File: config.mk
export PLATFORM = sky130hd
export DESIGN_NAME = seq_shifter
export DESIGN_NICKNAME = d
export VERILOG_FILES = /design/src/rtl/seq_shifter.sv
export SDC_FILE = /design/constraint.sdc
export NUM_CORES = 1
export LEC_CHECK = 0
export ABC_AREA = 1
export CAP_MARGIN = 15
export CORE_MARGIN = 1
export CORE_UTILIZATION = 54
export CTS_BUF_LIST = sky130_fd_sc_hd__clkbuf_8 sky130_fd_sc_hd__clkbuf_16
export DETAILED_ROUTE_END_ITERATION = 8
export GPL_TIMING_DRIVEN = 0
export PLACE_DENSITY = 0.85
export SYNTH_ARGS = -nofsm -noshare
export SYNTH_HDL_FRONTEND = slang
export SYNTH_SLANG_ARGS = --single-unit
File: constraint.sdc
create_clock -name clk -period 3.6 [get_ports clk]
set_input_delay 1.08 -clock clk [delete_from_list [all_inputs] [get_ports clk]]
set_output_delay 1.08 -clock clk [all_outputs]
set_load 0.03 [all_outputs]
File: src/rtl/seq_shifter.sv
`timescale 1ns/1ps
// -----------------------------------------------------------------------------
// seq_shifter
//   Iterative shift unit that moves the operand one bit position per clock.
//   It provides logical right shift, left shift and rotate left, which are the
//   opposite-direction operations to the combinational datapath shifter.
//   Decode issues requests on the in_valid/in_ready side and writeback takes
//   results on the out_valid/out_ready side. Only one request is in flight.
//
// Ports
//   clk       : system clock, rising edge
//   rst_n     : synchronous active-low reset
//   in_valid  : request valid
//   in_ready  : unit can accept a request (high only in IDLE)
//   opcode    : 00 SRL, 01 SLL, 10 ROL, 11 pass-through
//   a         : operand
//   b         : shift amount source, only b[SHAMT_W-1:0] is used
//   out_valid : result valid (high only in DONE)
//   out_ready : consumer accepts result
//   result    : shifted value, held stable while out_valid is high
//   busy      : high in SHIFT or DONE
// -----------------------------------------------------------------------------
module seq_shifter #(
    parameter int WIDTH   = 16,
    parameter int SHAMT_W = 4
) (
    input  logic               clk,
    input  logic               rst_n,
    input  logic               in_valid,
    output logic               in_ready,
    input  logic [1:0]         opcode,
    input  logic [WIDTH-1:0]   a,
    input  logic [WIDTH-1:0]   b,
    output logic               out_valid,
    input  logic               out_ready,
    output logic [WIDTH-1:0]   result,
    output logic               busy
);

    localparam logic [1:0] OP_SRL  = 2'b00;
    localparam logic [1:0] OP_SLL  = 2'b01;
    localparam logic [1:0] OP_ROL  = 2'b10;
    localparam logic [1:0] OP_PASS = 2'b11;

    localparam logic [SHAMT_W-1:0] SHAMT_ZERO = '0;
    localparam logic [SHAMT_W-1:0] SHAMT_ONE  = SHAMT_W'(1);

    typedef enum logic [1:0] {
        IDLE  = 2'b00,
        SHIFT = 2'b01,
        DONE  = 2'b10
    } state_t;

    state_t             state;
    logic [WIDTH-1:0]   work;
    logic [WIDTH-1:0]   next_work;
    logic [SHAMT_W-1:0] count;
    logic [1:0]         op;
    logic [SHAMT_W-1:0] shamt_in;

    // The upper bits of b carry no meaning for this unit.
    logic unused_b_high;
    assign unused_b_high = ^b[WIDTH-1:SHAMT_W];

    assign shamt_in = b[SHAMT_W-1:0];

    // One-bit step of the latched operation applied to the work register.
    always_comb begin
        next_work = work;
        case (op)
            OP_SRL:  next_work = {1'b0, work[WIDTH-1:1]};
            OP_SLL:  next_work = {work[WIDTH-2:0], 1'b0};
            OP_ROL:  next_work = {work[WIDTH-2:0], work[WIDTH-1]};
            default: next_work = work;
        endcase
    end

    // Control FSM with registered handshake outputs. The result register is
    // loaded on the edge that enters DONE, so it is already stable in the
    // first cycle out_valid is seen and cannot change until DONE is left.
    always_ff @(posedge clk) begin
        if (!rst_n) begin
            state     <= IDLE;
            in_ready  <= 1'b1;
            out_valid <= 1'b0;
            busy      <= 1'b0;
            result    <= '0;
            work      <= '0;
            count     <= '0;
            op        <= OP_SRL;
        end else begin
            case (state)
                IDLE: begin
                    if (in_valid) begin
                        op       <= opcode;
                        work     <= a;
                        count    <= shamt_in;
                        in_ready <= 1'b0;
                        busy     <= 1'b1;
                        // Nothing to iterate: the operand is the answer.
                        if (shamt_in == SHAMT_ZERO || opcode == OP_PASS) begin
                            state     <= DONE;
                            result    <= a;
                            out_valid <= 1'b1;
                        end else begin
                            state <= SHIFT;
                        end
                    end
                end

                SHIFT: begin
                    work  <= next_work;
                    count <= count - SHAMT_ONE;
                    if (count == SHAMT_ONE) begin
                        state     <= DONE;
                        result    <= next_work;
                        out_valid <= 1'b1;
                    end
                end

                DONE: begin
                    if (out_ready) begin
                        state     <= IDLE;
                        out_valid <= 1'b0;
                        in_ready  <= 1'b1;
                        busy      <= 1'b0;
                    end
                end

                default: begin
                    state     <= IDLE;
                    out_valid <= 1'b0;
                    in_ready  <= 1'b1;
                    busy      <= 1'b0;
                end
            endcase
        end
    end

endmodule

======== Yosys cells after proc, flatten, opt, wreduce, memory -nomap -nowiden ========
Index checks and enable logic that the tools add are counted.
storage, ports and cells
  register bits ........................... 43
  input bits .............................. 38
  output and inout port bits .............. 19
  logic and storage cells ................. 55
cells by class
  add/subtract/negate cells ............... 1
  equal/unequal tests ..................... 10
  mux-type cells .......................... 24
  bitwise logic cells ..................... 1
  reductions and logical operators ........ 11
operator list
  operator             number
  $mux 16              4
  $pmux 16 s2          2
  $pmux 16 s3          1
  $pmux 1 s3           3
  $mux 2               4
  $ne 2x2->1 const B   4
  $pmux 4 s2           1
  $reduce_and 4->1     2
  $mux 1               7
  $eq 2x2->1 const B   3
  $pmux 2 s3           1
  $reduce_and 3->1     2
  $eq 2x1->1 const B   2
  $eq 4x1->1 const B   1
  $logic_not 2->1      2
  $logic_not 4->1      1
  $mux 4               1
  $reduce_and 2->1     2
  $sub 4x1->4 const B  1
  $reduce_bool 2->1    1
  $logic_or 1x1->1     1
  $not 1->1            1

======== Longest topological paths before layout ========
Gate-level depths: netlist of the first run.
  word-level depth ........................ 5
  mapped depth ............................ 9
  depth with buffers taken out ............ 8

======== Worst setup path before layout of the first run ========
Ideal clock, no wire load.
  kind .................................... input -> register
  start point ............................. input port b[3]
  end point ............................... register result[1]
  library setup time ...................... 0.114 ns
  arrival ................................. 1.692 ns
  data required time ...................... 3.486 ns
  path slack .............................. 1.795 ns
  stages on the path ...................... 7
  buffers on the path ..................... 1
  cells stage by stage .................... nor2_1 > nand2_1 > nand2_2 > nand3_4 > buf_6 > a21oi_1 > nor2_1
on the way
  word-level cells in the longest chain between the ends .. 4
ends and longest elaborated chain
  element                     line  RTL
  from (decl)                 33    input logic [WIDTH-1:0] b,
  $logic_not 4->1             101   if (shamt_in == SHAMT_ZERO || opcode == OP_PASS) begin
  $logic_or 1x1->1            101
  $ne 2x2->1 (no line)        -
  $reduce_and 4->1 (no line)  -
  to (signal assigned)        116   result <= next_work;
  to (decl)                   36    output logic [WIDTH-1:0] result,
Every way passes these cells.
A chain may end at the register's enable or synchronous reset.

======== Worst setup path in the final report of the first run ========
  start point ............................. register result[10]
  end point ............................... output port result[10]
No word-level cell between the ends.

==> impl_metrics.json, run 1 <==
{
  "outcome": "finished clean",
  "ys_ff_latch": 43,
  "io_pins": 57,
  "cpMaxStageDelayCell": "clkdlybuf4s50_1",
  "cts-resized-gates": 0,
  "htreeDepth": 2,
  "dpl.hpwl_mm": 4.37,
  "postCtsSetupBuffers": 0,
  "syn-cell-area_mm2": 0.00244,
  "seqPwrFrac": 0.336,
  "antennaDiodeCount": 0,
  "critPathLaunchType": "flop",
  "cts_tree": "yes",
  "use_met1": 0.310,
  "yosysWarnings": 0,
  "insertion_delay_ns": 0.30,
  "finalSetupViolations": 0,
  "p_comb_frac": 0.475,
  "final_cell_mix": "nand2_1, nand3_1, clkdlybuf4s50_1",
  "yosys.area.top_type": "dfxtp_1",
  "die_h_um": 69.2,
  "core_area_mm2": 0.00435,
  "path_clk_slew_ns": 0.09,
  "cp_cell_sequence": "clkdlybuf4s50_1",
  "setup_tns_ns": 0,
  "syn-num-nets": 424,
  "via_per_inst": 5.20,
  "worstPathRequired_ns": 2.52,
  "yosysSeqAreaShare": 0.353,
  "antenna_left": 0,
  "synth_top_area_share": 0.353,
  "hold_path.class": "flop to flop",
  "synthCells": 384,
  "rows": 24,
  "vdd_ir_drop_max_mv": 0.327,
  "min_delay_path_depth": 2,
  "dieArea_mm2": 0.00479,
  "rsz0062_at_grt": "false",
  "synthTopCellsByArea": "dfxtp_1, nand2_1, nand3_1",
  "worst-path-buf-inv": 1,
  "final_common_cell": "nand2_1",
  "grt_pass1_wl_mm": 10.5,
  "power_frac_clock": 0.189,
  "crit_arrival_ns": 1.33,
  "clock_skew_ns": 0.00902,
  "grt_use_met3": 0.0465,
  "drt_iter0_markers": 225,
  "power.leakage_nw": 1.38,
  "grt_pass1_vias": 2396,
  "p_total_w": 0.00211,
  "use_met2": 0.482,
  "grt.busiest_layer": "met2",
  "antenna_found_initial": 0,
  "grt_max_degree": 14,
  "max_slew_margin": 0.652,
  "hold_violations": 0,
  "worstPathMaxFanout": 2,
  "fin_crit_sh": 0.669,
  "cts.sinks": 43,
  "worst_path_largest_cell_delay_ns": 0.67,
  "final_nets": 475,
  "dr_total_vias": 2540,
  "track_usage": 0.270,
  "cp_top_family": "buffers and inverters",
  "drive_above_1_share": 0.103,
  "maxCapViolations": 0,
  "routedWlPerCell_um": 12.3,
  "start_util": 0.560,
  "crit_type": "flop to output pin",
  "cts_hold_buf": 0,
  "p_per_area_mw_per_mm2": 691,
  "fin_crit_ns": 2.41,
  "fmax_mhz": 415,
  "switchingPower_w": 0.000891,
  "num-fill-cells": 383,
  "r2r_cells": 8,
  "place_congestion": 0.936,
  "synth_area_per_cell_um2": 6.35,
  "postPlaceCellArea_mm2": 0.00294,
  "io_buffers": 44,
  "drtPass1Iterations": 5,
  "drc": 0,
  "route.final.wire_length_mm": 5.99,
  "switching_share": 0.421,
  "slew_viol_final": 0,
  "design_area_mm2": 0.00306,
  "syn_to_final_growth_pct": 25.6,
  "grt_overflow_total": 0,
  "cts_buffers": 5,
  "worstSetupEndpointType": "output pin",
  "cp.depth": 1,
  "ys_types": 24,
  "worst-slew-pin-transition_ns": 0.523,
  "clockRootBuffer": "clkbuf_8",
  "die_w_um": 69.2,
  "cts.path.max_buffers": 2,
  "p_int_w": 0.00122
}
==> sequential cells by signal, indices dropped and copies added, names as in the netlist <==
| signal | cells |
|---|---|
| work | 16 |
| count | 4 |
| state | 2 |
| busy | 1 |
| out_valid | 1 |
| in_ready | 1 |
| result | 16 |
| op | 2 |
==> worst register-to-register path, delay by kind of cell (launching register included) <==
family	cells	cell delay (ns)
flip-flops	1	0.43
AND/OR/NAND/NOR	4	0.41
buffers and inverters	3	0.33
AO/OA/AOI/OAI	1	0.28
==> kinds of logic after synthesis <==
logic type | count (synthesis) | synth area share
fa+ha+maj | 2 | 0.0103
simple gates | 213 | 0.393
flops | 43 | 0.353
compound gates | 58 | 0.121
buf+inv | 68 | 0.124
==> stage by stage <==
step	setup WS (ns)	hold WS [ns]	util	instances
5_1_grt	1.15	0.510	0.703	488
3_3_place_gp	1.05	0.451	0.676	480
2_1_floorplan	1.79	0.444	-	384
6_report	1.19	0.468	0.703	488
4_1_cts	1.18	0.476	0.703	488
3_5_place_dp	1.03	0.458	0.676	480
==> power by group through the flow <==
| stage | logic [W] | clock network [W] | registers [W] |
|---|---|---|---|
| after floorplan | 0.000591 | 0 | 0.000821 |
| after global placement | 0.000972 | 0 | 0.000714 |
| after detailed placement | 0.000996 | 0 | 0.000719 |
| after CTS | 0.00100 | 0.000402 | 0.000709 |
| after global routing | 0.00113 | 0.000425 | 0.000729 |
| final | 0.00100 | 0.000400 | 0.000710 |
==> worst paths after layout <==
path              startpoint          to  slack [ns]
setup / recovery  result[10]  result[10]        1.19
hold / removal          busy        busy        0.47
setup reg to reg    state[0]   result[3]        2.04
hold reg to reg         busy        busy        0.47
==> layout make-up <==
type	instances	area, um2	share of cell area
sequential	43	861	0.281
timing repair buffer	44	440	0.144
inverter	48	180	0.0588
multi-input combinational	273	1280	0.417
buffer	20	121	0.0396
clock buffer	6	82.6	0.0270
clock inverter	2	35.0	0.0114
tap	52	65.1	0.0213
==> synthesized netlist by cell type (all sizes together) <==
cell type  number
o21ai          22
a31oi           1
a21oi          34
o211ai          1
ha              2
nand4           1
inv            35
nand3b          1
clkinv         13
nand3          51
nor2           38
nand2         109
dfxtp          43
buf            15
or2            13
clkbuf          5
==> routing by layer <==
metal | share of wire | wire, um
met5 | 0 | 0
met4 | 0.039 | 232
met3 | 0.057 | 343
met1 | 0.41 | 2490
met2 | 0.49 | 2930
Power figures use the tool's default switching activity.
==> inputs of run 2 (changes only) <==
Settings changed: CORE_UTILIZATION 54 to 45, PLACE_DENSITY 0.85 to 0.76.
Clock period 3.6 ns to 1.95 ns, I/O delays scaled along.
==> run 2 against run 1 <==
- die area grew 19%
- power increased by 76%
- utilization down 11 points
- first-iteration DRC count fell by 8.9%
- sequential power up 85%
- combinational power increased by 83%
- final area decreased by 0.25%
- sequential share of layout area increased by 0.069 points
==> impl_metrics.json, run 2 (synthesis gave the netlist of run 1 again) <==
{
  "drc": 0,
  "dpl.hpwl_mm": 4.24,
  "outcome": "finished clean",
  "core_area_mm2": 0.00517,
  "worstSetupEndpointType": "output pin",
  "syn_to_final_growth_pct": 25.2,
  "fin_crit_sh": 0.972,
  "route.final.wire_length_mm": 5.74,
  "power.leakage_nw": 1.36,
  "worst_path_largest_cell_delay_ns": 0.67,
  "cts_buffers": 5,
  "die_h_um": 75.6,
  "final_core_util": 0.590,
  "worstPathMaxFanout": 2,
  "via_per_inst": 4.90,
  "grt_pass1_vias": 2109,
  "cts_tree": "yes",
  "antenna_left": 0,
  "hold_path.class": "flop to flop",
  "track_usage": 0.221,
  "dieArea_mm2": 0.00572,
  "maxCapViolations": 0,
  "p_total_w": 0.00372,
  "place_congestion": 0.900,
  "clock_skew_ns": 0.00208,
  "finalSetupViolations": 0,
  "p_per_area_mw_per_mm2": 1220,
  "fmax_mhz": 527,
  "worstSetupStartpoint": "result[11]",
  "cpMaxStageDelayCell": "clkdlybuf4s50_1",
  "routedWlPerCell_um": 11.4,
  "r2r-start": "state[0]",
  "crit_arrival_ns": 1.31,
  "rsz0062_at_grt": "false",
  "min_from": "busy",
  "reg.largest.list": "result x16, work x16, count x4",
  "path_clk_slew_ns": 0.08,
  "hold_ws_ns": 0.467,
  "antenna_found_initial": 0,
  "grt_max_degree": 13,
  "max_slew_margin": 0.671,
  "crit_type": "flop to output pin",
  "rows": 26,
  "final_cell_mix": "nand2_1, nand3_1, clkdlybuf4s50_1",
  "drtPass1Iterations": 4,
  "clockRootBuffer": "clkbuf_8",
  "htreeDepth": 2,
  "postCtsSetupBuffers": 0,
  "cts.sinks": 43,
  "cts.path.max_buffers": 2,
  "insertion_delay_ns": 0.29,
  "grt_pass1_wl_mm": 9.49,
  "dr_total_vias": 2475,
  "drive_above_1_share": 0.101,
  "cts-resized-gates": 0,
  "cp_top_family": "buffers and inverters",
  "slew_viol_final": 0,
  "grt_overflow_total": 0,
  "io_pins": 57,
  "critPathLaunchType": "flop",
  "antennaDiodeCount": 0,
  "start_util": 0.471,
  "io_buffers": 44,
  "final_common_cell": "nand2_1",
  "worst-path-buf-inv": 1,
  "final_nets": 475,
  "worst-slew-pin-transition_ns": 0.493,
  "cp_cell_sequence": "clkdlybuf4s50_1",
  "worstPathRequired_ns": 1.36,
  "vdd_ir_drop_max_mv": 0.640,
  "cts_hold_buf": 0,
  "hold_violations": 0,
  "drt_iter0_markers": 205,
  "die_w_um": 75.6,
  "fin_crit_ns": 1.90
}
-- run 2: worst paths after layout --
path,slack (ns),cells past startpoint,end
setup / recovery,0.05,1,result[11]
hold / removal,0.47,2,busy
setup reg to reg,0.42,8,result[3]
hold reg to reg,0.47,2,busy
-- run 2: routing by layer --
layer  routed length, um  track usage
met1                2670        0.286
met2                2780        0.383
met3                 244       0.0317
met4                  44       0.0679
met5                   0            0
-- run 2: power by group --
group          total [W]  switching, W  internal [W]  leakage [nW]
clock network   0.000577      0.000299      0.000278        0.0470
logic            0.00183       0.00111      0.000717         0.962
registers        0.00131      0.000185       0.00113         0.356
-- run 2: per-stage QoR --
| stage | instances | TNS, ns | setup slack, ns | instance area, um2 |
|---|---|---|---|---|
| after global routing | 505 | 0 | 0.00775 | 3050 |
| final | 505 | 0 | 0.0541 | 3050 |
| after CTS | 505 | 0 | 0.0295 | 3050 |
| after floorplan | 384 | 0 | 0.640 | 2440 |
| after detailed placement | 498 | -0.825 | -0.135 | 2970 |
| after global placement | 498 | -0.636 | -0.118 | 2970 |
-- run 2: worst min-delay path, stage by stage (launching register included) --
cell,delay (ns)
dfxtp_1,0.31
nand2_1,0.06
a21oi_1,0.05
-- run 2: area by class of cell --
class,instances,area (um2)
fill,504,2120
multi-input combinational,273,1280
sequential,43,861
timing repair buffer,44,440
inverter,48,180
buffer,20,121
tap,70,87.6
clock buffer,6,82.6
clock inverter,1,5.00
